--- src/rtl/mod_counter_gen_if.sv ---
// Control and status bundle for mod_counter_gen: enables, load, direction, modulus select
// on the master side; count value and derived flags on the slave side.
interface mod_counter_gen_if #(
  parameter int WIDTH = 26
);
  logic             enp;
  logic             ent;
  logic             ld;
  logic             up;
  logic             use_mod;
  logic [WIDTH-1:0] mod_val;
  logic [WIDTH-1:0] d;
  logic [WIDTH-1:0] q;
  logic             rco;
  logic             wrap;
  logic             half;
  logic             tog;

  modport master (
    output enp, ent, ld, up, use_mod, mod_val, d,
    input  q, rco, wrap, half, tog
  );

  modport slave (
    input  enp, ent, ld, up, use_mod, mod_val, d,
    output q, rco, wrap, half, tog
  );
endinterface

--- src/rtl/mod_counter_gen.sv ---
// Up/down modulo counter with runtime modulus, cascade ripple-carry, one-cycle wrap pulse,
// half-period flag and wrap toggle; a zero modulus means the full 2**WIDTH range.
module mod_counter_gen #(
  parameter int              WIDTH   = 26,
  parameter longint unsigned DEF_MOD = 64'd50_000_000
) (
  input logic           clk,
  input logic           rst_n,
  mod_counter_gen_if.slave bus
);

  // Modulus arithmetic is one bit wider so that M = 2**WIDTH is representable.
  localparam logic [WIDTH:0] DEF_M  = (WIDTH+1)'(DEF_MOD);
  localparam logic [WIDTH:0] FULL_M = {1'b1, {WIDTH{1'b0}}};

  logic [WIDTH-1:0] q;
  logic             wrap;
  logic             tog;

  logic [WIDTH:0]   m_raw;
  logic [WIDTH:0]   m_eff;
  logic [WIDTH:0]   m_last;
  logic [WIDTH:0]   q_ext;
  logic             tc_up;
  logic             tc_dn;
  logic             tc;
  logic             count_en;
  logic [WIDTH-1:0] q_next;

  always_comb begin
    m_raw    = bus.use_mod ? {1'b0, bus.mod_val} : DEF_M;
    m_eff    = (m_raw == '0) ? FULL_M : m_raw;
    m_last   = m_eff - (WIDTH+1)'(1);
    q_ext    = {1'b0, q};
    // ">=" rather than "==" so an out-of-range load or a shrunk modulus wraps on the next count
    tc_up    = (q_ext >= m_last);
    tc_dn    = (q == '0);
    tc       = bus.up ? tc_up : tc_dn;
    count_en = bus.enp & bus.ent;
    if (bus.up) begin
      q_next = tc_up ? '0 : q + WIDTH'(1);
    end else begin
      q_next = tc_dn ? m_last[WIDTH-1:0] : q - WIDTH'(1);
    end
  end

  always_ff @(posedge clk or negedge rst_n) begin
    if (!rst_n) begin
      q    <= '0;
      wrap <= 1'b0;
      tog  <= 1'b0;
    end else if (!bus.ld) begin
      q    <= bus.d;
      wrap <= 1'b0;
    end else if (count_en) begin
      q    <= q_next;
      wrap <= tc;
      if (tc) begin
        tog <= ~tog;
      end
    end else begin
      wrap <= 1'b0;
    end
  end

  assign bus.q    = q;
  assign bus.wrap = wrap;
  assign bus.tog  = tog;
  // Ripple carry follows ENT only, so a cascaded stage sees the carry even while ENP pauses.
  assign bus.rco  = bus.ent & tc;
  assign bus.half = (q_ext >= (m_eff >> 1));

endmodule
--- src/flat_wrapper.sv ---
// flat-port wrapper written by rule: the top's interface ports become plain ports
module mod_counter_gen_flat 
#(
  parameter int              WIDTH   = 26,
  parameter longint unsigned DEF_MOD = 64'd50_000_000
)
  (clk, rst_n, bus_enp, bus_ent, bus_ld, bus_up, bus_use_mod, bus_mod_val, bus_d, bus_q, bus_rco, bus_wrap, bus_half, bus_tog);
  mod_counter_gen_if #(.WIDTH(WIDTH)) bus_i ();
  input logic clk;
  input logic rst_n;
  input wire logic [$bits(bus_i.enp)-1:0] bus_enp;
  input wire logic [$bits(bus_i.ent)-1:0] bus_ent;
  input wire logic [$bits(bus_i.ld)-1:0] bus_ld;
  input wire logic [$bits(bus_i.up)-1:0] bus_up;
  input wire logic [$bits(bus_i.use_mod)-1:0] bus_use_mod;
  input wire logic [$bits(bus_i.mod_val)-1:0] bus_mod_val;
  input wire logic [$bits(bus_i.d)-1:0] bus_d;
  output wire logic [$bits(bus_i.q)-1:0] bus_q;
  output wire logic [$bits(bus_i.rco)-1:0] bus_rco;
  output wire logic [$bits(bus_i.wrap)-1:0] bus_wrap;
  output wire logic [$bits(bus_i.half)-1:0] bus_half;
  output wire logic [$bits(bus_i.tog)-1:0] bus_tog;
  assign bus_i.enp = bus_enp;
  assign bus_i.ent = bus_ent;
  assign bus_i.ld = bus_ld;
  assign bus_i.up = bus_up;
  assign bus_i.use_mod = bus_use_mod;
  assign bus_i.mod_val = bus_mod_val;
  assign bus_i.d = bus_d;
  assign bus_q = bus_i.q;
  assign bus_rco = bus_i.rco;
  assign bus_wrap = bus_i.wrap;
  assign bus_half = bus_i.half;
  assign bus_tog = bus_i.tog;
  mod_counter_gen #(.WIDTH(WIDTH), .DEF_MOD(DEF_MOD)) u_core (.clk(clk), .rst_n(rst_n), .bus(bus_i));
endmodule
--- config.mk ---
export PLATFORM = sky130hd
export DESIGN_NAME = mod_counter_gen_flat
export DESIGN_NICKNAME = d
export VERILOG_FILES = /design/src/rtl/mod_counter_gen_if.sv /design/src/rtl/mod_counter_gen.sv /design/src/flat_wrapper.sv
export SDC_FILE = /design/constraint.sdc
export NUM_CORES = 1
export LEC_CHECK = 0
export BUFFER_PORTS_ARGS = -buffer_cell sky130_fd_sc_hd__buf_2
export CORE_MARGIN = 5
export CORE_UTILIZATION = 52
export DETAILED_ROUTE_END_ITERATION = 10
export GPL_TIMING_DRIVEN = 0
export PLACE_DENSITY = 0.88
export SYNTH_ARGS = -nofsm -noshare
export SYNTH_HDL_FRONTEND = slang
export SYNTH_SLANG_ARGS = --single-unit
--- constraint.sdc ---
create_clock -name clk -period 5.85 [get_ports clk]
set_input_delay 1.17 -clock clk [delete_from_list [all_inputs] [get_ports clk]]
set_output_delay 1.17 -clock clk [all_outputs]
set_load 0.005 [all_outputs]
==> impl_metrics.json <==
{
  "worst_clock_skew_ps": 8.160,
  "cts-buffers-inserted": 3,
  "final-max-slew-violation-count": 0,
  "maxCapViolations": 0,
  "firstDrtPassIters": 5,
  "dp_slack_ps": -1234,
  "gr-total-overflow": 0,
  "cts_max_level": 1,
  "drc_errors": 0,
  "synth_top_flop_cell": "dfrtp_1",
  "synth-seq-cells": 28,
  "rows": 34,
  "slew_headroom_pct": 34.28,
  "die_area_sq_mm": 0.01066,
  "cp_cell_sequence": "buf_2 > or4_4 > buf_4 > nor4_4 > and4_1 > and3_4 > xnor2_1 > ha_1 > nand3_2 > nor4_2 > a21oi_1 > o211ai_1 > nor3_4 > a21oi_4 > and3_1 > buf_2",
  "drt_iter0_drc": 506,
  "final_nets": 831,
  "num_vias": 5490,
  "yosys.area.top_type_share_pct": 15.50,
  "die_h_microns": 103.2,
  "wire_per_inst_microns": 20.45,
  "antenna_found_initial": 0,
  "portBuffers": 88,
  "grt_max_degree": 29,
  "grt_first_pass_wirelength_microns": 25640,
  "p_leak_nw": 2.359,
  "worstSetupPathType": "in2out",
  "fill_cells": 758,
  "status": "finished with violations",
  "num_antenna_cells": 0,
  "path_max_fanout": 8,
  "cts_sinks": 28,
  "p_clk_share_pct": 16.8,
  "hold_class": "reg2reg",
  "p_per_area_mw_per_mm2": 175.3,
  "synthTopCellsByCount": "55 x ha_1, 50 x nand2_1, 49 x nor2_1, 45 x a21oi_1, 34 x xnor2_1",
  "synth_edf_count": 0,
  "seq_area_frac_synth_pct": 15.50,
  "io-pin-count": 89,
  "setup_slack_ps": -85.42,
  "rsz0062_at_grt": "true",
  "hold_violations": 0,
  "timing.final.setup_violations": 1,
  "tightestPinTransition_ps": 976.8,
  "p_switching_mw": 0.4375,
  "hpwl_microns": 12750,
  "viasPerCell": 6.663,
  "crit_path_start_kind": "primary input",
  "comb_power_share_pct": 53.9,
  "yosysMostFrequentCell": "ha_1",
  "violations": "negative setup slack",
  "pwr-share-seq_pct": 29.4,
  "dieWidth_microns": 103.2,
  "fmax_mhz": 168.5,
  "initial_utilization_pct": 52.61,
  "final_core_util_pct": 64.85,
  "clk_pin_slew_worst_paths_ps": 110,
  "synth_area_per_cell_sq_um": 7.472,
  "max_stage_delay_ps": 550,
  "synth_area_leaders": "dfrtp_1 15%, ha_1 15%, xnor2_1 6.6%",
  "crit_top_cell": "buf_2",
  "fp.coreArea_sq_mm": 0.008593,
  "critPathArrivalTime_ps": 4770,
  "grt_util_all_layers_pct": 30.57,
  "syn_to_final_growth_pct": 23.28,
  "clock_path_buffers": 2,
  "ant_nets": 0,
  "syn-num-nets": 719,
  "hold_ws_ps": 473.5,
  "postCtsHoldBufs": 0,
  "root_buffer": "clkbuf_8",
  "yosysTopAreaCell": "dfrtp_1",
  "cpLargestDelayFamily": "simple AND/OR/NAND/NOR gates",
  "final.min_clock_period_ps": 5935,
  "cpMaxStageDelayCell": "or4_4",
  "tritoncts": "yes",
  "synth_area_sq_mm": 0.004521,
  "endpoint_kind": "output pin",
  "irDropWorstVdd_uv": 109.6,
  "grt_pass1_vias": 5176,
  "clock_latency_ps": 290,
  "critPathBufInv": 3,
  "drive_gt1_share_pct": 23.18,
  "internal-power_mw": 0.5395,
  "yosys_warnings": 0,
  "finalCritPeriodShare_pct": 101.5,
  "synthCells": 605,
  "ys_async_sr_fraction_pct": 100.0,
  "netSwitchingFraction_pct": 44.78,
  "ys_types": 63,
  "place_congestion": 0.9453,
  "routed_wl_microns": 16850,
  "crit_required_ps": 4680
}
==> through the flow <==
stage | std cells | instance area, sq um | power, mW | setup TNS [ps]
3_5_place_dp | 801 | 5144 | 0.7633 | -7779
4_1_cts | 820 | 5500 | 0.9508 | -213.7
3_3_place_gp | 801 | 5144 | 0.7426 | -6242
5_1_grt | 824 | 5573 | 1.039 | -216.8
2_1_floorplan | 605 | 4568 | 0.5901 | 0
6_report | 824 | 5573 | 0.9770 | -85.42
==> kinds of logic (layout without fill, tap and decap cells) <==
kind of cell	Yosys count	after routing	share of synthesized area (%)
AOI/OAI and AO/OA	167	167	24.74
xor gates and xnor gates	53	53	10.27
adders and majority gates	55	55	15.22
buffers and inverters	59	170	5.425
DFF	28	28	15.50
muxes	1	1	0.2214
and+or+nand+nor	242	242	28.62
==> cells in the final DEF, fill, tap and decap left out, types with 16 or more instances in the layout <==
master	n
buf_2	90
ha_1	52
nor2_1	49
nand2_1	46
a21oi_1	44
xnor2_1	32
dfrtp_1	28
clkbuf_1	26
o21ai_0	23
inv_1	22
buf_4	22
nand4_1	20
nand3_1	20
xor2_1	19
o22ai_1	18
nor3_1	16
==> flip-flops by register name, indices dropped and copies added, names as in the netlist <==
register,count
u_core.bus.wrap,1
u_core.bus.q,26
u_core.bus.tog,1
==> layout make-up <==
type	instances	area, sq um	share of cell area [%]
Multi-Input combinational cell	518	3792	68.05
Inverter	23	86.33	1.549
Tap cell	108	135.1	2.425
Timing Repair Buffer	109	608.1	10.91
Clock inverter	1	30.03	0.5388
Sequential cell	28	700.7	12.57
Clock buffer	3	41.29	0.7409
Buffer	34	178.9	3.211
==> worst reg2reg max path: stages (launching register included) <==
cell      delay, ps
dfrtp_1         450
clkbuf_1        250
nor3_1          490
nand4_1         400
or2_2           470
or3_1           350
clkbuf_1        220
nand2_2         280
o22ai_1         140
a311oi_1        280
o32ai_1         120
==> power groups by stage <==
stage | combinational [mW] | sequential (mW) | clock (mW)
floorplan | 0.322 | 0.269 | 0
global placement | 0.459 | 0.284 | 0
detailed placement | 0.477 | 0.286 | 0
CTS | 0.505 | 0.283 | 0.163
global route | 0.577 | 0.290 | 0.172
finish | 0.526 | 0.287 | 0.164
==> routing by layer <==
layer  wire length, microns  share of wire [%]  vias to the layer above  GRT usage (%)
met5                      0                  0                        -              0
met4                    542                3.2                        0          12.25
met3                   1803                 11                       52          5.097
met2                   7706                 46                      373          49.83
met1                   6801                 40                     2565          40.29
li1                       -                  -                     2500              -
==> path summary, 6_finish.rpt <==
path                                         end             from  slack (ps)  cells after the start
worst max-delay path                     bus_rco   bus_mod_val[5]         -90                     16
worst min-delay path              u_core.bus.tog   u_core.bus.tog         470                      1
worst max register to register   u_core.bus.q[2]  u_core.bus.q[4]        2280                     10
worst min register to register    u_core.bus.tog   u_core.bus.tog         470                      1
max in group asynchronous       u_core.bus.q[14]            rst_n        4500                      1
min in group asynchronous       u_core.bus.q[12]            rst_n         910                      1
==> what timing repair did <==
item,CTS,global route
buffers inserted,15,6
resized for setup,31,11
setup endpoints to repair,4,1
cloned,0,0
pin swaps,17,16
No activity file was read; power rests on OpenSTA's default activity.
